<file path="config.mk">
export PLATFORM = sky130hd
export DESIGN_NAME = match_controller_flat
export DESIGN_NICKNAME = d
export VERILOG_FILES = /design/src/rtl/match_controller_pkg.sv /design/src/rtl/match_controller_if.sv /design/src/rtl/match_controller_frame_timer.sv /design/src/rtl/match_controller.sv /design/src/flat_wrapper.sv
export SDC_FILE = /design/constraint.sdc
export NUM_CORES = 1
export LEC_CHECK = 0
export BUFFER_PORTS_ARGS = -buffer_cell sky130_fd_sc_hd__buf_4
export CAP_MARGIN = 10
export CORE_MARGIN = 2
export CORE_UTILIZATION = 50
export CTS_CLUSTER_DIAMETER = 40
export DETAILED_ROUTE_END_ITERATION = 8
export PLACE_DENSITY = 0.74
export SLEW_MARGIN = 15
export SYNTH_ARGS = -nofsm -noshare
export SYNTH_HDL_FRONTEND = slang
export SYNTH_SLANG_ARGS = --single-unit
</file>
<file path="constraint.sdc">
create_clock -name clk -period 2.81 [get_ports clk]
set_input_delay 0.562 -clock clk [delete_from_list [all_inputs] [get_ports clk]]
set_output_delay 0.562 -clock clk [all_outputs]
set_load 0.01 [all_outputs]
</file>
<file path="src/rtl/match_controller_pkg.sv">
// Shared types and constants for the match controller: FSM state encoding,
// winner codes, default frame counts and timer widths.
package game_pkg;

    typedef enum logic [2:0] {
        ST_IDLE       = 3'd0,
        ST_COUNTDOWN  = 3'd1,
        ST_FIGHT      = 3'd2,
        ST_KO         = 3'd3,
        ST_MATCH_OVER = 3'd4
    } state_e;

    localparam logic [1:0] WIN_NONE = 2'd0;
    localparam logic [1:0] WIN_P1   = 2'd1;
    localparam logic [1:0] WIN_P2   = 2'd2;
    localparam logic [1:0] WIN_DRAW = 2'd3;

    localparam int DEF_LIVES            = 3;
    localparam int DEF_STUN_FRAMES      = 30;
    localparam int DEF_COUNTDOWN_FRAMES = 180;
    localparam int DEF_KO_FRAMES        = 120;
    localparam int DEF_ROUNDS_TO_WIN    = 2;
    localparam int DEF_ROUND_FRAMES     = 5400;

    // Phase and stun timers share one width; the round timer is wider.
    localparam int TIMER_W = 8;
    localparam int ROUND_W = 13;

    // Lives never go below zero.
    function automatic logic [1:0] sat_dec2(input logic [1:0] v);
        return (v == 2'd0) ? 2'd0 : v - 2'd1;
    endfunction

endpackage

</file>
<file path="src/rtl/match_controller_if.sv">
// Status/handshake bundle between the match controller and the player FSMs,
// hit detector and status display. time_left exists only with ROUND_TIMEOUT_EN.
interface match_controller_if;
    import game_pkg::*;

    logic       frame_tick;
    logic       start;
    logic       hit1_flag;
    logic       hit2_flag;
    logic       fight_en;
    logic       hd_clear;
    logic       stun1;
    logic       stun2;
    logic [1:0] lives1;
    logic [1:0] lives2;
    logic [1:0] wins1;
    logic [1:0] wins2;
    logic [1:0] round_num;
    logic [1:0] winner;
    logic [2:0] state_o;
`ifdef ROUND_TIMEOUT_EN
    logic [ROUND_W-1:0] time_left;
`endif

    modport master (
        output frame_tick, start, hit1_flag, hit2_flag,
        input  fight_en, hd_clear, stun1, stun2, lives1, lives2,
        input  wins1, wins2, round_num, winner, state_o
`ifdef ROUND_TIMEOUT_EN
        , input time_left
`endif
    );

    modport slave (
        input  frame_tick, start, hit1_flag, hit2_flag,
        output fight_en, hd_clear, stun1, stun2, lives1, lives2,
        output wins1, wins2, round_num, winner, state_o
`ifdef ROUND_TIMEOUT_EN
        , output time_left
`endif
    );

endinterface

</file>
<file path="src/rtl/match_controller_frame_timer.sv">
// Loadable, non-wrapping down-counter stepped by frame_tick. A load in the
// same cycle as a tick takes priority.
module frame_timer #(
    parameter int W = 8
) (
    input  logic         clk,
    input  logic         reset,
    input  logic         load,
    input  logic [W-1:0] load_val,
    input  logic         frame_tick,
    output logic [W-1:0] count,
    output logic         zero
);

    logic [W-1:0] count_q, count_d;

    // Next count: load wins, otherwise decrement on tick and hold at zero.
    always_comb begin
        count_d = count_q;
        if (load) begin
            count_d = load_val;
        end else if (frame_tick && (count_q != '0)) begin
            count_d = count_q - W'(1);
        end
    end

    // Counter register.
    always_ff @(posedge clk or posedge reset) begin
        if (reset) begin
            count_q <= '0;
        end else begin
            count_q <= count_d;
        end
    end

    assign count = count_q;
    assign zero  = (count_q == '0);

endmodule

</file>
<file path="src/rtl/match_controller.sv">
// Round/match sequencer: owns lives, stun timing, round wins and match end,
// gates the players through fight_en and clears the hit detector between
// rounds. Optional round clock enabled by the ROUND_TIMEOUT_EN macro.
module match_controller
    import game_pkg::*;
#(
    parameter int LIVES            = DEF_LIVES,
    parameter int STUN_FRAMES      = DEF_STUN_FRAMES,
    parameter int COUNTDOWN_FRAMES = DEF_COUNTDOWN_FRAMES,
    parameter int KO_FRAMES        = DEF_KO_FRAMES,
    parameter int ROUNDS_TO_WIN    = DEF_ROUNDS_TO_WIN
`ifdef ROUND_TIMEOUT_EN
    , parameter int ROUND_FRAMES   = DEF_ROUND_FRAMES
`endif
) (
    input logic               clk,
    input logic               reset,
    match_controller_if.slave bus
);

    localparam logic [1:0]         LIVES_V  = 2'(LIVES);
    localparam logic [1:0]         TARGET_V = 2'(ROUNDS_TO_WIN);
    localparam logic [TIMER_W-1:0] CD_V     = TIMER_W'(COUNTDOWN_FRAMES);
    localparam logic [TIMER_W-1:0] KO_V     = TIMER_W'(KO_FRAMES);
    localparam logic [TIMER_W-1:0] STUN_V   = TIMER_W'(STUN_FRAMES);

    state_e     state_q, state_d;
    logic [1:0] lives1_q, lives1_d, lives2_q, lives2_d;
    logic [1:0] wins1_q, wins1_d, wins2_q, wins2_d;
    logic [1:0] round_q, round_d, winner_q, winner_d;
    logic       fight_en_q, fight_en_d, hd_clear_q, hd_clear_d;
    logic       hit1_q, hit2_q, start_q;

    logic               phase_load, stun1_load, stun2_load;
    logic [TIMER_W-1:0] phase_val, stun1_val, stun2_val;
    logic               phase_zero, stun1_zero, stun2_zero;
    logic [TIMER_W-1:0] phase_cnt_unused, stun1_cnt_unused, stun2_cnt_unused;

    logic ev1, ev2, start_rise, restart, time_zero;

    assign ev1        = bus.hit1_flag & ~hit1_q & (state_q == ST_FIGHT);
    assign ev2        = bus.hit2_flag & ~hit2_q & (state_q == ST_FIGHT);
    assign start_rise = bus.start & ~start_q;
    assign restart    = (state_q == ST_MATCH_OVER) & start_rise;

`ifdef ROUND_TIMEOUT_EN
    logic               round_load;
    logic [ROUND_W-1:0] round_val;

    // Round clock starts on FIGHT entry, runs only in FIGHT, cleared on rematch.
    assign round_load = restart | ((state_d == ST_FIGHT) & (state_q != ST_FIGHT));
    assign round_val  = restart ? '0 : ROUND_W'(ROUND_FRAMES);

    frame_timer #(.W(ROUND_W)) u_round_timer (
        .clk        (clk),
        .reset      (reset),
        .load       (round_load),
        .load_val   (round_val),
        .frame_tick (bus.frame_tick & (state_q == ST_FIGHT)),
        .count      (bus.time_left),
        .zero       (time_zero)
    );
`else
    assign time_zero = 1'b0;
`endif

    // Next-state, score bookkeeping and timer load requests.
    always_comb begin
        state_d    = state_q;
        lives1_d   = lives1_q;
        lives2_d   = lives2_q;
        wins1_d    = wins1_q;
        wins2_d    = wins2_q;
        round_d    = round_q;
        winner_d   = winner_q;
        hd_clear_d = 1'b0;
        phase_load = 1'b0;
        phase_val  = '0;
        stun1_load = 1'b0;
        stun1_val  = '0;
        stun2_load = 1'b0;
        stun2_val  = '0;

        case (state_q)
            ST_IDLE: begin
                if (bus.start) begin
                    state_d    = ST_COUNTDOWN;
                    phase_load = 1'b1;
                    phase_val  = CD_V;
                    hd_clear_d = 1'b1;
                end
            end
            ST_COUNTDOWN: begin
                if (phase_zero) state_d = ST_FIGHT;
            end
            ST_FIGHT: begin
                if (ev1) begin
                    lives2_d   = sat_dec2(lives2_q);
                    stun2_load = 1'b1;
                    stun2_val  = STUN_V;
                end
                if (ev2) begin
                    lives1_d   = sat_dec2(lives1_q);
                    stun1_load = 1'b1;
                    stun1_val  = STUN_V;
                end
                // KO by lives outranks the round clock; double KO awards nothing.
                if ((lives1_d == 2'd0) || (lives2_d == 2'd0)) begin
                    state_d = ST_KO;
                    if ((lives2_d == 2'd0) && (lives1_d != 2'd0)) wins1_d = wins1_q + 2'd1;
                    else if ((lives1_d == 2'd0) && (lives2_d != 2'd0)) wins2_d = wins2_q + 2'd1;
                end else if (time_zero) begin
                    state_d = ST_KO;
                    if (lives1_d > lives2_d) wins1_d = wins1_q + 2'd1;
                    else if (lives2_d > lives1_d) wins2_d = wins2_q + 2'd1;
                end
                if (state_d == ST_KO) begin
                    phase_load = 1'b1;
                    phase_val  = KO_V;
                    stun1_load = 1'b1;
                    stun1_val  = '0;
                    stun2_load = 1'b1;
                    stun2_val  = '0;
                end
            end
            ST_KO: begin
                if (phase_zero) begin
                    if ((wins1_q == TARGET_V) || (wins2_q == TARGET_V)) begin
                        state_d  = ST_MATCH_OVER;
                        winner_d = (wins1_q == TARGET_V) ? WIN_P1 : WIN_P2;
                    end else if ((round_q == 2'd3) && (wins1_q == wins2_q)) begin
                        state_d  = ST_MATCH_OVER;
                        winner_d = WIN_DRAW;
                    end else begin
                        state_d    = ST_COUNTDOWN;
                        round_d    = (round_q == 2'd3) ? 2'd3 : round_q + 2'd1;
                        lives1_d   = LIVES_V;
                        lives2_d   = LIVES_V;
                        hd_clear_d = 1'b1;
                        phase_load = 1'b1;
                        phase_val  = CD_V;
                    end
                end
            end
            ST_MATCH_OVER: begin
                if (restart) begin
                    state_d    = ST_COUNTDOWN;
                    lives1_d   = LIVES_V;
                    lives2_d   = LIVES_V;
                    wins1_d    = 2'd0;
                    wins2_d    = 2'd0;
                    round_d    = 2'd1;
                    winner_d   = WIN_NONE;
                    hd_clear_d = 1'b1;
                    phase_load = 1'b1;
                    phase_val  = CD_V;
                    stun1_load = 1'b1;
                    stun2_load = 1'b1;
                end
            end
            default: state_d = ST_IDLE;
        endcase

        fight_en_d = (state_d == ST_FIGHT);
    end

    // State, score and registered-output flops; edge detectors track inputs always.
    always_ff @(posedge clk or posedge reset) begin
        if (reset) begin
            state_q    <= ST_IDLE;
            lives1_q   <= LIVES_V;
            lives2_q   <= LIVES_V;
            wins1_q    <= 2'd0;
            wins2_q    <= 2'd0;
            round_q    <= 2'd1;
            winner_q   <= WIN_NONE;
            fight_en_q <= 1'b0;
            hd_clear_q <= 1'b0;
            hit1_q     <= 1'b0;
            hit2_q     <= 1'b0;
            start_q    <= 1'b0;
        end else begin
            state_q    <= state_d;
            lives1_q   <= lives1_d;
            lives2_q   <= lives2_d;
            wins1_q    <= wins1_d;
            wins2_q    <= wins2_d;
            round_q    <= round_d;
            winner_q   <= winner_d;
            fight_en_q <= fight_en_d;
            hd_clear_q <= hd_clear_d;
            hit1_q     <= bus.hit1_flag;
            hit2_q     <= bus.hit2_flag;
            start_q    <= bus.start;
        end
    end

    frame_timer #(.W(TIMER_W)) u_phase_timer (
        .clk(clk), .reset(reset), .load(phase_load), .load_val(phase_val),
        .frame_tick(bus.frame_tick), .count(phase_cnt_unused), .zero(phase_zero)
    );

    frame_timer #(.W(TIMER_W)) u_stun1_timer (
        .clk(clk), .reset(reset), .load(stun1_load), .load_val(stun1_val),
        .frame_tick(bus.frame_tick), .count(stun1_cnt_unused), .zero(stun1_zero)
    );

    frame_timer #(.W(TIMER_W)) u_stun2_timer (
        .clk(clk), .reset(reset), .load(stun2_load), .load_val(stun2_val),
        .frame_tick(bus.frame_tick), .count(stun2_cnt_unused), .zero(stun2_zero)
    );

    assign bus.fight_en  = fight_en_q;
    assign bus.hd_clear  = hd_clear_q;
    assign bus.stun1     = ~stun1_zero;
    assign bus.stun2     = ~stun2_zero;
    assign bus.lives1    = lives1_q;
    assign bus.lives2    = lives2_q;
    assign bus.wins1     = wins1_q;
    assign bus.wins2     = wins2_q;
    assign bus.round_num = round_q;
    assign bus.winner    = winner_q;
    assign bus.state_o   = state_q;

endmodule

</file>
<file path="src/flat_wrapper.sv">
// flat-port wrapper written by rule: the top's interface ports become plain ports
module match_controller_flat import game_pkg::*;
#(
    parameter int LIVES            = DEF_LIVES,
    parameter int STUN_FRAMES      = DEF_STUN_FRAMES,
    parameter int COUNTDOWN_FRAMES = DEF_COUNTDOWN_FRAMES,
    parameter int KO_FRAMES        = DEF_KO_FRAMES,
    parameter int ROUNDS_TO_WIN    = DEF_ROUNDS_TO_WIN

)
  (clk, reset, bus_frame_tick, bus_start, bus_hit1_flag, bus_hit2_flag, bus_fight_en, bus_hd_clear, bus_stun1, bus_stun2, bus_lives1, bus_lives2, bus_wins1, bus_wins2, bus_round_num, bus_winner, bus_state_o);
  match_controller_if bus_i ();
  input logic clk;
  input logic reset;
  input wire logic [$bits(bus_i.frame_tick)-1:0] bus_frame_tick;
  input wire logic [$bits(bus_i.start)-1:0] bus_start;
  input wire logic [$bits(bus_i.hit1_flag)-1:0] bus_hit1_flag;
  input wire logic [$bits(bus_i.hit2_flag)-1:0] bus_hit2_flag;
  output wire logic [$bits(bus_i.fight_en)-1:0] bus_fight_en;
  output wire logic [$bits(bus_i.hd_clear)-1:0] bus_hd_clear;
  output wire logic [$bits(bus_i.stun1)-1:0] bus_stun1;
  output wire logic [$bits(bus_i.stun2)-1:0] bus_stun2;
  output wire logic [$bits(bus_i.lives1)-1:0] bus_lives1;
  output wire logic [$bits(bus_i.lives2)-1:0] bus_lives2;
  output wire logic [$bits(bus_i.wins1)-1:0] bus_wins1;
  output wire logic [$bits(bus_i.wins2)-1:0] bus_wins2;
  output wire logic [$bits(bus_i.round_num)-1:0] bus_round_num;
  output wire logic [$bits(bus_i.winner)-1:0] bus_winner;
  output wire logic [$bits(bus_i.state_o)-1:0] bus_state_o;
  assign bus_i.frame_tick = bus_frame_tick;
  assign bus_i.start = bus_start;
  assign bus_i.hit1_flag = bus_hit1_flag;
  assign bus_i.hit2_flag = bus_hit2_flag;
  assign bus_fight_en = bus_i.fight_en;
  assign bus_hd_clear = bus_i.hd_clear;
  assign bus_stun1 = bus_i.stun1;
  assign bus_stun2 = bus_i.stun2;
  assign bus_lives1 = bus_i.lives1;
  assign bus_lives2 = bus_i.lives2;
  assign bus_wins1 = bus_i.wins1;
  assign bus_wins2 = bus_i.wins2;
  assign bus_round_num = bus_i.round_num;
  assign bus_winner = bus_i.winner;
  assign bus_state_o = bus_i.state_o;
  match_controller #(.LIVES(LIVES), .STUN_FRAMES(STUN_FRAMES), .COUNTDOWN_FRAMES(COUNTDOWN_FRAMES), .KO_FRAMES(KO_FRAMES), .ROUNDS_TO_WIN(ROUNDS_TO_WIN)) u_core (.clk(clk), .reset(reset), .bus(bus_i));
endmodule
</file>
==> impl_metrics.json <==
{
  "outcome": "completed",
  "layout.cells.most_common_list": "dfrtp_1, nor2_1, buf_4, nand2_1, a21oi_1",
  "fin_crit_sh_pct": 82.8,
  "hpwlAfterDp_um": 3460,
  "postCtsSetupRepairBufs": 0,
  "design.core.area_um2": 4690,
  "worstHoldEndpoint": "u_core.hit1_q",
  "synth_cell_type_count": 50,
  "die_w_um": 73.6,
  "mostFrequentLayoutCell": "dfrtp_1",
  "async_flop_share_pct": 100,
  "cts-root-buf": "clkbuf_8",
  "cp.arrival_ps": 1760,
  "avgSynthCellArea_um2": 9.73,
  "slew_headroom_pct": 63.9,
  "grtUsageTotal_pct": 19.0,
  "regToRegEndpoint": "u_core.u_stun2_timer.count[1]",
  "cts_resized": 0,
  "first_pass_iters": 5,
  "port_buffers": 24,
  "insertion_delay_ps": 300,
  "hold_viol": 0,
  "holdBufCountCts": 0,
  "min_path_cells": 1,
  "ys.flop_type": "dfrtp_1",
  "drive_gt1_share_pct": 20.2,
  "area_growth_pct": 13.5,
  "reg2reg_from": "u_core.u_stun2_timer.count[0]",
  "grt_overflow_total": 0,
  "tns_ps": 0,
  "die-area_um2": 5420,
  "nNetsFinal": 287,
  "reg2regPathDepth": 6,
  "worstHoldPathType": "primary input to flop",
  "worstSetupPathType": "flop to output pin",
  "die_h_um": 73.6,
  "wl_per_cell_um": 14.0,
  "grt_pass1_wl_um": 7940,
  "cp-end-kind": "output pin",
  "r2r_slack_ps": 760,
  "antenna_found_initial": 0,
  "syn-num-nets": 260,
  "cts.sinks": 44,
  "yosys_warnings": 0,
  "globalplace.congestion": 0.887,
  "synth_edf_count": 0,
  "grt_max_degree": 45,
  "cp_cell_sequence": "inv_1, ha_1, nor4b_1, nand2_1, buf_4",
  "place_ws_ps": 770,
  "post-route-min-period_ps": 2330,
  "drc_errors": 0,
  "finalSetupViolCount": 0,
  "tightest_slew_ps": 533,
  "skew_ps": 9.55,
  "start_util_pct": 51.6,
  "clk_pin_slew_worst_paths_ps": 90,
  "htreeDepth": 2,
  "synth-seq-cells": 44,
  "num_rows": 25,
  "crit_path_top_delay_cell": "nor4b_1",
  "setup_slack_ps": 483,
  "hp-start": "bus_hit1_flag",
  "slew_violations": 0,
  "numCtsBuffers": 5,
  "io_pins": 25,
  "ir_worst_vdd_uv": 414,
  "cpPeakStageDelay_ps": 470,
  "crit_fanout": 3,
  "seq_area_frac_synth_pct": 45.7,
  "drt_iter0_drc": 90,
  "cts_tree": "yes",
  "clock.fmax_ghz": 0.430,
  "num_vias": 1881,
  "drv_cap": 0,
  "grt_pass1_vias": 1767,
  "netlist_area_um2": 2420,
  "ant_nets": 0,
  "synth_cells": 249,
  "p_leak_nw": 1.20,
  "cp_data_required_time_ps": 2250,
  "diodes": 0,
  "clockBufferDepth": 2,
  "start_kind": "flop",
  "avgViaCountPerCell": 5.68,
  "rsz0062_at_grt": "no",
  "drt-total-wl_um": 4630,
  "p_per_area_nw_per_um2": 701
}
[state kept, by name, summed over array words and instances (netlist names), 3 cells and up]
signal,count
u_core.u_stun2_timer.count,8
u_core.u_phase_timer.count,8
u_core.u_stun1_timer.count,8
u_core.bus.state_o,3
[stage by stage]
step / total power [W] / area [um^2] / hold WS (ps) / instances / utilization (%)
2_1_floorplan: 0.00139 / 2420 / 521 / 249 / -
3_3_place_gp: 0.00150 / 2650 / 496 / 323 / 56.5
3_5_place_dp: 0.00152 / 2650 / 509 / 323 / 56.5
4_1_cts: 0.00195 / 2750 / 363 / 331 / 58.6
5_1_grt: 0.00207 / 2750 / 356 / 331 / 58.6
6_report: 0.00193 / 2750 / 368 / 331 / 58.6
[metal layers]
layer  GRT usage (%)  share of wire [%]
met3            4.25                3.7
met5               0                  0
met4            7.27                1.4
met1            25.3                 49
met2            30.3                 46
[cells by family after synthesis]
kind of cell / after synthesis / share of synthesized area (%)
AND/OR/NAND/NOR: 109 / 25.3
multiplexers: 5 / 2.17
XOR/XNOR: 15 / 5.42
adder cells (fa/ha/maj): 5 / 2.58
AO/OA/AOI/OAI: 52 / 15.4
flip-flops: 44 / 45.7
buffers and inverters: 19 / 3.41
[power breakdown]
part	leakage (nW)	switching, W	internal [W]
Sequential	0.520	0.000184	0.000795
Clock	0.0434	0.000218	0.000199
Combinational	0.641	0.000275	0.000256
Total	1.20	0.000677	0.00125
[cell usage after synthesis (all sizes together) (3+ instances only)]
cell type | instances | area, um^2
nor3b | 6 | 56.3
dfrtp | 39 | 976
nand3 | 13 | 80.1
nor2 | 28 | 105
ha | 5 | 62.6
nor4b | 4 | 35.0
a211oi | 3 | 22.5
dfstp | 5 | 131
nor2b | 5 | 31.3
nor3 | 11 | 55.1
xor2 | 7 | 61.3
a21o | 4 | 30.0
o31ai | 5 | 65.1
a21oi | 15 | 75.1
buf | 4 | 26.3
nand2 | 21 | 81.3
mux2i | 3 | 30.0
xnor2 | 8 | 70.1
inv | 13 | 48.8
nor4 | 4 | 40.0
o21ai | 18 | 101
or3 | 3 | 18.8
nand4 | 4 | 25.0
[worst max-delay path by stage]
stage          cells after the start                          start                             to  slack (ps)
6_report                           5  u_core.u_stun2_timer.count[0]                      bus_stun2         480
5_1_grt                            5  u_core.u_stun1_timer.count[0]                      bus_stun1         350
4_1_cts                            5  u_core.u_stun2_timer.count[0]                      bus_stun2         490
3_5_place_dp                       6  u_core.u_stun2_timer.count[0]  u_core.u_stun2_timer.count[1]         770
3_3_place_gp                       6                  bus_hit1_flag          u_core.bus.state_o[0]         800
2_1_floorplan                      6  u_core.u_stun2_timer.count[0]  u_core.u_stun2_timer.count[1]         910
[critical path: cells and delay by family (launching register included)]
| family | cells | cell delay, ps |
|---|---|---|
| AND/OR/NAND/NOR | 2 | 620 |
| flip-flops | 1 | 390 |
| buffers and inverters | 2 | 280 |
| adder cells (fa/ha/maj) | 1 | 190 |
[cell type report]
type	instances	area [um^2]
Fill cell	414	1940
Clock buffer	6	82.6
Sequential cell	44	1110
Clock inverter	2	15.0
Multi-Input combinational cell	186	1230
Inverter	13	48.8
Timing Repair Buffer	26	195
Tap cell	54	67.6
Note: power is estimated with default switching activity, not from simulation.
